## src/rtl/rxemac_filter_pkg.sv

```systemverilog
// ---------------------------------------------------------------------------
// rxemac_filter_pkg
// Shared Ethernet receive-path definitions: MAC address geometry, the
// broadcast address, the filter state encoding and a helper that picks one
// on-the-wire byte out of a 48-bit MAC.
// No ports (package).
// ---------------------------------------------------------------------------
package rxemac_filter_pkg;

  // Number of bytes in a MAC address (destination field length).
  localparam int MAC_LEN = 6;

  // All-ones destination address.
  localparam logic [47:0] MAC_BROADCAST = 48'hFFFF_FFFF_FFFF;

  // Depth of the {v,byte} delay line in front of the output register.
  // Must equal MAC_LEN so the accept decision is ready exactly when the
  // first byte of its packet reaches the head.
  localparam int DELAY_DEPTH = MAC_LEN;

  // Byte index of the last destination byte.
  localparam logic [2:0] LAST_ADDR_IDX = 3'(MAC_LEN - 1);

  // Receive filter states.
  typedef enum logic [1:0] {
    IDLE = 2'd0,
    ADDR = 2'd1,
    PASS = 2'd2,
    DROP = 2'd3
  } rx_filt_state_t;

  // Byte idx (0 = first on the wire) of a 48-bit MAC. Bits [47:40] go first.
  function automatic logic [7:0] mac_byte(input logic [47:0] mac,
                                          input logic [2:0]  idx);
    logic [7:0] b;
    case (idx)
      3'd0:    b = mac[47:40];
      3'd1:    b = mac[39:32];
      3'd2:    b = mac[31:24];
      3'd3:    b = mac[23:16];
      3'd4:    b = mac[15:8];
      3'd5:    b = mac[7:0];
      default: b = 8'h00;
    endcase
    return b;
  endfunction

endpackage

```

## src/rtl/eth_byte_delay.sv

```systemverilog
// ---------------------------------------------------------------------------
// eth_byte_delay
// Fixed-depth shift register of {valid, byte} pairs for RX byte streams.
// A byte entering at edge k occupies the head after edge k+DEPTH-1.
//
// Ports:
//   i_clk       system clock
//   i_reset_n   synchronous active-low clear (all entries invalid, bytes 0)
//   i_v         input byte valid
//   i_byte      input byte
//   o_v         head-of-line valid
//   o_byte      head-of-line byte
//   o_sop_next  high when the next edge moves the first byte of a valid run
//               into the head (entry DEPTH-2 valid, head not valid)
// ---------------------------------------------------------------------------
module eth_byte_delay #(
  parameter int DEPTH = 6
) (
  input  logic       i_clk,
  input  logic       i_reset_n,
  input  logic       i_v,
  input  logic [7:0] i_byte,
  output logic       o_v,
  output logic [7:0] o_byte,
  output logic       o_sop_next
);

  logic [DEPTH-1:0] r_v;
  logic [7:0]       r_byte [DEPTH];

  always_ff @(posedge i_clk) begin
    if (!i_reset_n) begin
      r_v <= '0;
      for (int i = 0; i < DEPTH; i++) begin
        r_byte[i] <= 8'h00;
      end
    end else begin
      r_v       <= {r_v[DEPTH-2:0], i_v};
      r_byte[0] <= i_byte;
      for (int i = 1; i < DEPTH; i++) begin
        r_byte[i] <= r_byte[i-1];
      end
    end
  end

  assign o_v        = r_v[DEPTH-1];
  assign o_byte     = r_byte[DEPTH-1];
  // Packets are separated by at least one invalid slot, so a valid entry
  // behind an invalid head is always the first byte of a new run.
  assign o_sop_next = r_v[DEPTH-2] & ~r_v[DEPTH-1];

endmodule

```

## src/rtl/rxemac_filter.sv

```systemverilog
// ---------------------------------------------------------------------------
// rxemac_filter
// Receive destination-MAC filter. Compares the first six bytes of each
// packet with the device MAC (plus optional broadcast / multicast accept)
// and forwards accepted packets unmodified with a fixed 6-clock latency.
// Rejected and runt (<6 byte) packets are discarded with a one-clock
// o_drop pulse.
//
// Parameters:
//   OPT_BROADCAST  accept FF:FF:FF:FF:FF:FF
//   OPT_MULTICAST  accept any destination whose first byte has bit 0 set
//
// Ports:
//   i_clk      system clock
//   i_reset_n  synchronous active-low reset
//   i_en       1 = filter, 0 = promiscuous (sampled at packet start)
//   i_hw_mac   device MAC, [47:40] first on the wire (latched while idle)
//   i_v        input byte valid, contiguous per packet
//   i_byte     input byte
//   o_v        forwarded byte valid
//   o_byte     forwarded byte
//   o_drop     one-clock pulse per discarded packet
// ---------------------------------------------------------------------------
module rxemac_filter
  import rxemac_filter_pkg::*;
#(
  parameter logic OPT_BROADCAST = 1'b1,
  parameter logic OPT_MULTICAST = 1'b1
) (
  input  logic        i_clk,
  input  logic        i_reset_n,
  input  logic        i_en,
  input  logic [47:0] i_hw_mac,
  input  logic        i_v,
  input  logic [7:0]  i_byte,
  output logic        o_v,
  output logic [7:0]  o_byte,
  output logic        o_drop
);

  // Filter state
  rx_filt_state_t r_state, w_state_next;
  logic [2:0]     r_count, w_count_next;
  logic           r_match_hw, w_match_hw_next;
  logic           r_match_bc, w_match_bc_next;
  logic           r_mcast, w_mcast_next;
  logic           r_en;
  logic [47:0]    r_hw;
  // i_v of the previous edge. Forced to 1 by reset so that a packet already
  // in flight when reset releases is not mistaken for a fresh packet start.
  logic           r_v_prev;

  logic           w_byte_hw_eq;
  logic           w_byte_bc_eq;
  logic           w_accept;
  logic           w_drop_next;
  logic           r_drop;

  // Output side
  logic           r_accept;
  logic           r_o_v;
  logic [7:0]     r_o_byte;
  logic           w_head_v;
  logic [7:0]     w_head_byte;
  logic           w_head_sop_next;

  eth_byte_delay #(
    .DEPTH(DELAY_DEPTH)
  ) u_delay (
    .i_clk      (i_clk),
    .i_reset_n  (i_reset_n),
    .i_v        (i_v),
    .i_byte     (i_byte),
    .o_v        (w_head_v),
    .o_byte     (w_head_byte),
    .o_sop_next (w_head_sop_next)
  );

  // Per-byte compares against the address byte at the current position.
  // r_count is 0 in IDLE, so the same compare serves the first byte.
  assign w_byte_hw_eq = (i_byte == mac_byte(r_hw, r_count));
  assign w_byte_bc_eq = (i_byte == mac_byte(MAC_BROADCAST, r_count));

  always_comb begin
    w_state_next    = r_state;
    w_count_next    = r_count;
    w_match_hw_next = r_match_hw;
    w_match_bc_next = r_match_bc;
    w_mcast_next    = r_mcast;
    w_accept        = 1'b0;
    w_drop_next     = 1'b0;

    case (r_state)
      IDLE: begin
        if (i_v) begin
          if (r_v_prev) begin
            // Tail of a packet that began before reset released.
            w_state_next = DROP;
          end else begin
            w_state_next    = ADDR;
            w_count_next    = 3'd1;
            w_match_hw_next = w_byte_hw_eq;
            w_match_bc_next = w_byte_bc_eq;
            w_mcast_next    = i_byte[0];
          end
        end
      end

      ADDR: begin
        if (!i_v) begin
          // Runt: ended before the destination was complete.
          w_state_next = IDLE;
          w_count_next = 3'd0;
          w_drop_next  = 1'b1;
        end else begin
          w_count_next    = r_count + 3'd1;
          w_match_hw_next = r_match_hw & w_byte_hw_eq;
          w_match_bc_next = r_match_bc & w_byte_bc_eq;
          if (r_count == LAST_ADDR_IDX) begin
            w_accept = !r_en
                     | w_match_hw_next
                     | (OPT_BROADCAST & w_match_bc_next)
                     | (OPT_MULTICAST & r_mcast);
            w_count_next = 3'd0;
            w_state_next = w_accept ? PASS : DROP;
            w_drop_next  = !w_accept;
          end
        end
      end

      PASS: begin
        if (!i_v) w_state_next = IDLE;
      end

      DROP: begin
        if (!i_v) w_state_next = IDLE;
      end

      default: begin
        w_state_next = IDLE;
        w_count_next = 3'd0;
      end
    endcase
  end

  always_ff @(posedge i_clk) begin
    if (!i_reset_n) begin
      r_state    <= IDLE;
      r_count    <= 3'd0;
      r_match_hw <= 1'b0;
      r_match_bc <= 1'b0;
      r_mcast    <= 1'b0;
      r_en       <= 1'b0;
      r_hw       <= 48'h0;
      r_v_prev   <= 1'b1;
      r_drop     <= 1'b0;
      r_accept   <= 1'b0;
      r_o_v      <= 1'b0;
      r_o_byte   <= 8'h00;
    end else begin
      r_state    <= w_state_next;
      r_count    <= w_count_next;
      r_match_hw <= w_match_hw_next;
      r_match_bc <= w_match_bc_next;
      r_mcast    <= w_mcast_next;
      r_v_prev   <= i_v;
      r_drop     <= w_drop_next;

      // MAC only follows the input between packets; en is taken with byte 0.
      if (r_state == IDLE && !i_v) r_hw <= i_hw_mac;
      if (r_state == IDLE && i_v)  r_en <= i_en;

      // The decision for a packet is produced on the same edge that moves
      // its byte 0 into the head, because the delay depth equals MAC_LEN.
      // Runts and post-reset tails have no decision, so w_accept is 0.
      if (w_head_sop_next) r_accept <= w_accept;

      r_o_v <= w_head_v & r_accept;
      if (w_head_v) r_o_byte <= w_head_byte;
    end
  end

  assign o_v    = r_o_v;
  assign o_byte = r_o_byte;
  assign o_drop = r_drop;

endmodule

```

## config.mk

```make
export PLATFORM = sky130hd
export DESIGN_NAME = rxemac_filter
export DESIGN_NICKNAME = d
export VERILOG_FILES = /design/src/rtl/rxemac_filter_pkg.sv /design/src/rtl/eth_byte_delay.sv /design/src/rtl/rxemac_filter.sv
export SDC_FILE = /design/constraint.sdc
export NUM_CORES = 1
export LEC_CHECK = 0
export CORE_MARGIN = 2
export CORE_UTILIZATION = 40
export CTS_BUF_LIST = sky130_fd_sc_hd__clkbuf_16
export DETAILED_ROUTE_END_ITERATION = 12
export GPL_TIMING_DRIVEN = 0
export SLEW_MARGIN = 5
export SYNTH_ARGS = -nofsm -noshare
export SYNTH_HDL_FRONTEND = slang
export SYNTH_SLANG_ARGS = --single-unit
```

## constraint.sdc

```tcl
create_clock -name i_clk -period 7 [get_ports i_clk]
set_clock_uncertainty 0.15 [all_clocks]
set_input_delay 1.4 -clock i_clk [delete_from_list [all_inputs] [get_ports i_clk]]
set_output_delay 1.4 -clock i_clk [all_outputs]
set_load 0.01 [all_outputs]
```

==> results of run 1 <==
==> metrics by stage <==
step / hold slack [ns] / std cells / setup slack (ns)
floorplan: 0.262 / 503 / 3.95
global placement: 0.263 / 714 / 3.20
detailed placement: 0.268 / 714 / 3.16
CTS: 0.281 / 746 / 3.61
global route: 0.292 / 746 / 3.45
finish: 0.276 / 746 / 3.59
==> layout by cell type, fill, tap and decap left out, types with 4 or more instances in the layout <==
cell type and n:
a21boi_0 51, clkdlybuf4s50_1 68, inv_6 7, a21oi_1 8, nor2_1 10, o21ai_0 8
mux2i_1 16, nand2_1 110, dfxtp_1 123, and2_1 55, clkbuf_1 26, clkbuf_16 17
nor2b_1 13, nor3_1 5, inv_1 7, a22oi_1 4, nand3_1 4, buf_2 5
==> power by group <==
group	switching, mW	internal [mW]
combinational	0.0622	0.0642
clock	0.344	0.573
sequential	0.0142	0.727
==> final timing paths <==
| kind | endpoint | depth (start not counted) |
|---|---|---|
| hold / removal | u_delay.r_byte[3][4]$_SDFF_PN0_ | 1 |
| hold reg to reg | u_delay.r_byte[3][4]$_SDFF_PN0_ | 1 |
| setup reg to reg | r_match_hw$_SDFFE_PN0P_ | 11 |
| setup / recovery | r_accept$_SDFFE_PN0P_ | 8 |
==> metal layers <==
layer | GRT usage, % | wire length, microns | vias to the layer above
met5 | 0 | 0 | -
met2 | 31.6 | 5480 | 96
li1 | - | - | 1879
met4 | 7.97 | 189 | 0
met3 | 4.64 | 438 | 14
met1 | 19.4 | 4510 | 1720
==> flip-flops by register name (all words and copies together), names as in the netlist <==
signal	count
r_hw	48
u_delay.r_byte	48
o_byte	8
u_delay.r_v	6
r_count	3
r_state	2
o_drop	1
o_v	1
r_accept	1
r_en	1
r_match_bc	1
r_match_hw	1
r_mcast	1
r_v_prev	1
==> kinds of logic after synthesis <==
family | count (synthesis) | share of synthesized area (%)
AO/OA/AOI/OAI | 96 | 15.0
XOR/XNOR | 4 | 0.748
adder cells (fa/ha/maj) | 1 | 0.267
buffers and inverters | 40 | 3.34
flip-flops | 123 | 52.5
multiplexers | 21 | 5.18
AND/OR/NAND/NOR | 218 | 23.0
==> critical path, delay by kind of cell <==
kind                   cells  cell delay, ns
and+or+nand+nor            4            1.05
buffers and inverters      1            0.55
AOI/OAI and AO/OA          3            0.61
==> cell usage after synthesis, types with 2 or more instances <==
cell type / n / area (sq um)
a21boi_0: 51 / 383
a21oi_1: 8 / 40.0
a222oi_1: 2 / 20.0
a22oi_1: 4 / 30.0
a31oi_1: 3 / 18.8
and2_1: 55 / 344
buf_1: 2 / 7.51
buf_2: 5 / 25.0
clkbuf_1: 26 / 97.6
dfxtp_1: 123 / 2460
inv_1: 7 / 26.3
mux2_2: 3 / 33.8
mux2i_1: 16 / 160
nand2_1: 110 / 413
nand2b_1: 3 / 18.8
nand3_1: 4 / 20.0
nand3b_1: 2 / 15.0
nand4_1: 3 / 18.8
nor2_1: 10 / 37.5
nor2b_1: 13 / 81.3
nor3_1: 5 / 25.0
nor3b_1: 2 / 15.0
nor4bb_1: 2 / 20.0
o211ai_1: 3 / 22.5
o21ai_0: 8 / 40.0
o221ai_1: 2 / 17.5
o31ai_1: 2 / 15.0
o32ai_1: 2 / 17.5
or3_1: 2 / 12.5
xnor2_1: 3 / 26.3
==> final cells by class <==
cell class	instances	area share, %
Buffer	33	2.11
Sequential cell	123	39.9
Clock inverter	15	3.18
Multi-Input combinational cell	340	33.5
Tap cell	143	2.90
Inverter	7	0.426
Timing Repair Buffer	68	11.0
Clock buffer	17	6.90
==> out/qor.yml, run 1 <==
postPlaceCellArea_sq_mm: 0.00555
clk_path_buf_depth: 2
ys_types: 52
cp_data_arrival_time_ns: 3.61
ioPinCount: 70
antenna_found_initial: 0
ir_worst_vdd_mv: 0.182
syn_nets: 564
grt_pass1_wl_microns: 17300
n_fill_cell: 1064
ys_ff_latch: 123
cts_tree: "built"
htreeDepth: 4
crit-reg2reg-launch: "r_count[1]$_SDFFE_PN0P_"
tightest_slew_ns: 0.637
numPortBuffers: 68
regArea_sq_mm: 0.00246
dr.pass1.iters: 5
crit_start: "i_byte[0]"
fin_area_sq_mm: 0.00617
synth_ff_type: "dfxtp_1"
total_power_mw: 1.79
leakage_nw: 2.28
rsz0062_at_grt: "no"
worstPathCellList: "clkdlybuf4s50_1 -> or4_1 -> nor4_1 -> a21oi_1 -> nor2b_1 -> nor3b_1 -> o41ai_1 -> a31o_2"
cp_slowest_cell: "or4_1"
cts_hold_buffers: 0
cts_resized: 0
numCtsBuffers: 17
fp-row-count: 39
status: "finished clean"
detail_route.iter0.violations: 202
area_growth_pct: 31.6
drv_slew: 0
diodes: 0
dieArea_sq_mm: 0.0126
fmax_mhz: 293
cts_sinks: 123
routed_via_density: 4.97
syn-instance-count: 503
worst_skew_pair.late_latency_ns: 0.41
post_cts_buffers: 0
multiInputGateArea_sq_mm: 0.00207
syn_area_sq_mm: 0.00469
start_util_pct: 41.0
crit_type: "in -> reg"
layout-drive-gt1-share_pct: 7.46
post-dp-hpwl_microns: 7900
maxCapViolations: 0
final_core_util_pct: 54.0
finalCriticalPeriod_ns: 3.41
dieWidth_microns: 112
wl_per_cell_microns: 14.2
tns_ns: 0
drc: 0
finalCritPeriodShare_pct: 48.7
grt_max_degree: 17
nets: 651
endpoint_kind: "register"
crit_required_ns: 7.20
synth-edff-count: 0
async_flop_share_pct: 0
min_from: "u_delay.r_byte[2][4]$_SDFF_PN0_"
crit_fanout: 8
start_kind: "input pin"
gr-total-overflow: 0
finalWirelength_microns: 10600
synth-warning-count: 0
die_y_microns: 112
powerDensity_mw_per_mm2: 289
core-area_sq_mm: 0.0114
dr_total_vias: 3709
cts.clk_slew.worst_paths_ns: 0.06
slew_headroom_pct: 57.6
cpPeakStageDelay_ns: 0.57
ant_nets: 0
setup_violations: 0
rrSetupSlack_ns: 3.81
yosysSeqAreaShare_pct: 52.5
root_buffer: "clkbuf_16"
synth_area_per_cell_sq_um: 9.32
hold_class: "reg -> reg"
hold_viol_final: 0
grt_util_all_layers_pct: 17.6
globalplace.congestion: 0.886
grt_pass1_vias: 3672
Power figures use the tool's default switching activity.
==> run 2, diff against run 1 <==
==> constraint.sdc (replaced) <==
create_clock -name i_clk -period 2.9 [get_ports i_clk]
set_clock_uncertainty 0.15 [all_clocks]
set_input_delay 0.58 -clock i_clk [delete_from_list [all_inputs] [get_ports i_clk]]
set_output_delay 0.58 -clock i_clk [all_outputs]
set_load 0.01 [all_outputs]
==> out/qor.yml, run 2 (same netlist as run 1, synthesis figures left out) <==
crit_required_ns: 3.02  # -4.18 ns
setup_violations: 0  # unchanged
dr_total_vias: 3721  # +0.32%
total_power_mw: 4.32  # +140%
hold_viol_final: 0  # unchanged
p_seq_share_pct: 41.5  # about the same
worst_skew_pair.late_latency_ns: 0.41  # about the same
stdcell_count: 751  # +0.67%
numCtsBuffers: 17  # unchanged
status: "finished clean"
numPortBuffers: 68  # unchanged
powerDensity_mw_per_mm2: 690  # +140%
diodes: 0  # unchanged
cts_tree: "built"
core-area_sq_mm: 0.0114  # unchanged
tightest_slew_ns: 0.641  # +0.00470 ns
root_buffer: "clkbuf_16"
ant_nets: 0  # unchanged
grt_max_degree: 17  # unchanged
gr-total-overflow: 0  # unchanged
cp_slowest_cell: "a221o_1"
worstPathCellList: "buf_6 -> buf_6 -> and2_1 -> ha_4 -> a221o_1 -> o31a_1 -> o32ai_2 -> nor3b_2 -> nor4_2 -> buf_4 -> a41oi_1"
grt_pass1_wl_microns: 17300  # +0.32%
start_util_pct: 41.0  # unchanged
ir_worst_vdd_mv: 0.441  # +140%
slew_headroom_pct: 57.3  # -0.31 points
leakage_nw: 2.32  # +1.7%
p_int_mw: 3.30  # +140%
pwr-share-clk_pct: 51.3  # about the same
cp_data_arrival_time_ns: 2.85  # -0.76 ns
postPlaceCellArea_sq_mm: 0.00555  # unchanged
fin_area_sq_mm: 0.00625  # +1.3%
crit_family: "compound AO/OA/AOI/OAI gates"
finalWirelength_microns: 10700  # +0.98%
finalCritPeriodShare_pct: 94.3
post-dp-hpwl_microns: 7900  # unchanged
switching_share_pct: 23.6  # about the same
dr.pass1.iters: 5  # unchanged
dieArea_sq_mm: 0.0126  # unchanged
crit_type: "reg -> reg"
globalplace.congestion: 0.886  # unchanged
finalCriticalPeriod_ns: 2.74
dp_cells: 714  # unchanged
routed_via_density: 4.95  # -0.34%
clk_path_buf_depth: 2  # unchanged
dieWidth_microns: 112  # unchanged
cpPeakStageDelay_ns: 0.41  # -0.16 ns
comb_power_share_pct: 7.2  # about the same
grt_pass1_vias: 3685  # +0.35%
die_y_microns: 112  # unchanged
start_kind: "register"
rsz0062_at_grt: "no"
drc: 0  # unchanged
hold_ws_ns: 0.274  # -0.00175 ns
cts.clk_slew.worst_paths_ns: 0.06  # about the same
grt_util_all_layers_pct: 17.6  # +0.023 points
fp-row-count: 39  # unchanged
switchingPower_mw: 1.02  # +140%
final_cell_mix: "122 x dfxtp_1, 110 x nand2_1, 68 x clkdlybuf4s50_1"
cts_sinks: 123  # unchanged
cts_hold_buffers: 0  # unchanged
tns_ns: 0  # unchanged
endpoint_kind: "register"
antenna_found_initial: 0  # unchanged
area_growth_pct: 33.4
crit_top_cell: "buf_6"
cp.buffers_inverters: 3  # +2
final_common_cell: "dfxtp_1"
drv_slew: 0  # unchanged
hold_class: "reg -> reg"
maxCapViolations: 0  # unchanged
htreeDepth: 4  # unchanged
crit_fanout: 10  # +2
detail_route.iter0.violations: 195  # -3.5%
ioPinCount: 70  # unchanged
layout-drive-gt1-share_pct: 9.05  # +1.6 points
wl_per_cell_microns: 14.3  # +0.31%
nets: 656  # +0.77%
fmax_mhz: 366
==> run 2: per-layer routing <==
layer  part of all wire (%)  up-vias  global-route usage (%)
met4                    1.9        0                    8.21
met1                     42     1733                    19.5
li1                       -     1886                       -
met3                    4.2       14                    4.54
met2                     51       88                    31.5
met5                      0        -                       0
==> run 2: per-stage QoR <==
step	setup WS [ns]	utilization (%)
5_1_grt	0.0259	54.7
2_1_floorplan	0.210	-
6_report	0.165	54.7
4_1_cts	0.000429	54.1
3_5_place_dp	-0.263	48.6
3_3_place_gp	-0.232	48.6
==> run 2: what timing repair did <==
| action | CTS | global route |
|---|---|---|
| gates resized for setup | 1 | 14 |
| pin swaps | 2 | 6 |
| setup endpoints to repair | 4 | 4 |
| setup buffers | 2 | 4 |
==> run 2: power groups by stage <==
stage	combinational [mW]	clock [mW]	sequential (mW)
2_1_floorplan	0.166	0	1.81
6_report	0.310	2.22	1.79
3_3_place_gp	0.301	0	1.82
5_1_grt	0.344	2.32	1.80
4_1_cts	0.310	2.26	1.79
3_5_place_dp	0.306	0	1.83
==> run 2: worst register-to-register path: stages (launching register included) <==
cell	delay (ns)
dfxtp_1	0.31
buf_6	0.14
buf_6	0.14
and2_1	0.18
ha_4	0.18
a221o_1	0.41
o31a_1	0.32
o32ai_2	0.27
nor3b_2	0.09
nor4_2	0.13
buf_4	0.17
a41oi_1	0.11
==> run 2: final timing paths <==
kind	startpoint	to	slack, ns	cells past startpoint
max	r_count[1]$_SDFFE_PN0P_	r_state[0]$_SDFFE_PN0P_	0.16	11
min	u_delay.r_byte[2][4]$_SDFF_PN0_	u_delay.r_byte[3][4]$_SDFF_PN0_	0.27	1
max reg2reg	r_count[1]$_SDFFE_PN0P_	r_state[0]$_SDFFE_PN0P_	0.16	11
min reg2reg	u_delay.r_byte[2][4]$_SDFF_PN0_	u_delay.r_byte[3][4]$_SDFF_PN0_	0.27	1
==> run 2: area by class of cell <==
type	instances	area [sq um]
multi-input cells	340	2090
plain buffers	32	141
clock inverters	15	196
inverters	7	26.3
well taps	143	179
fillers	1056	5170
clock buffers	17	425
repair buffers	74	726
flip-flops and latches	123	2460
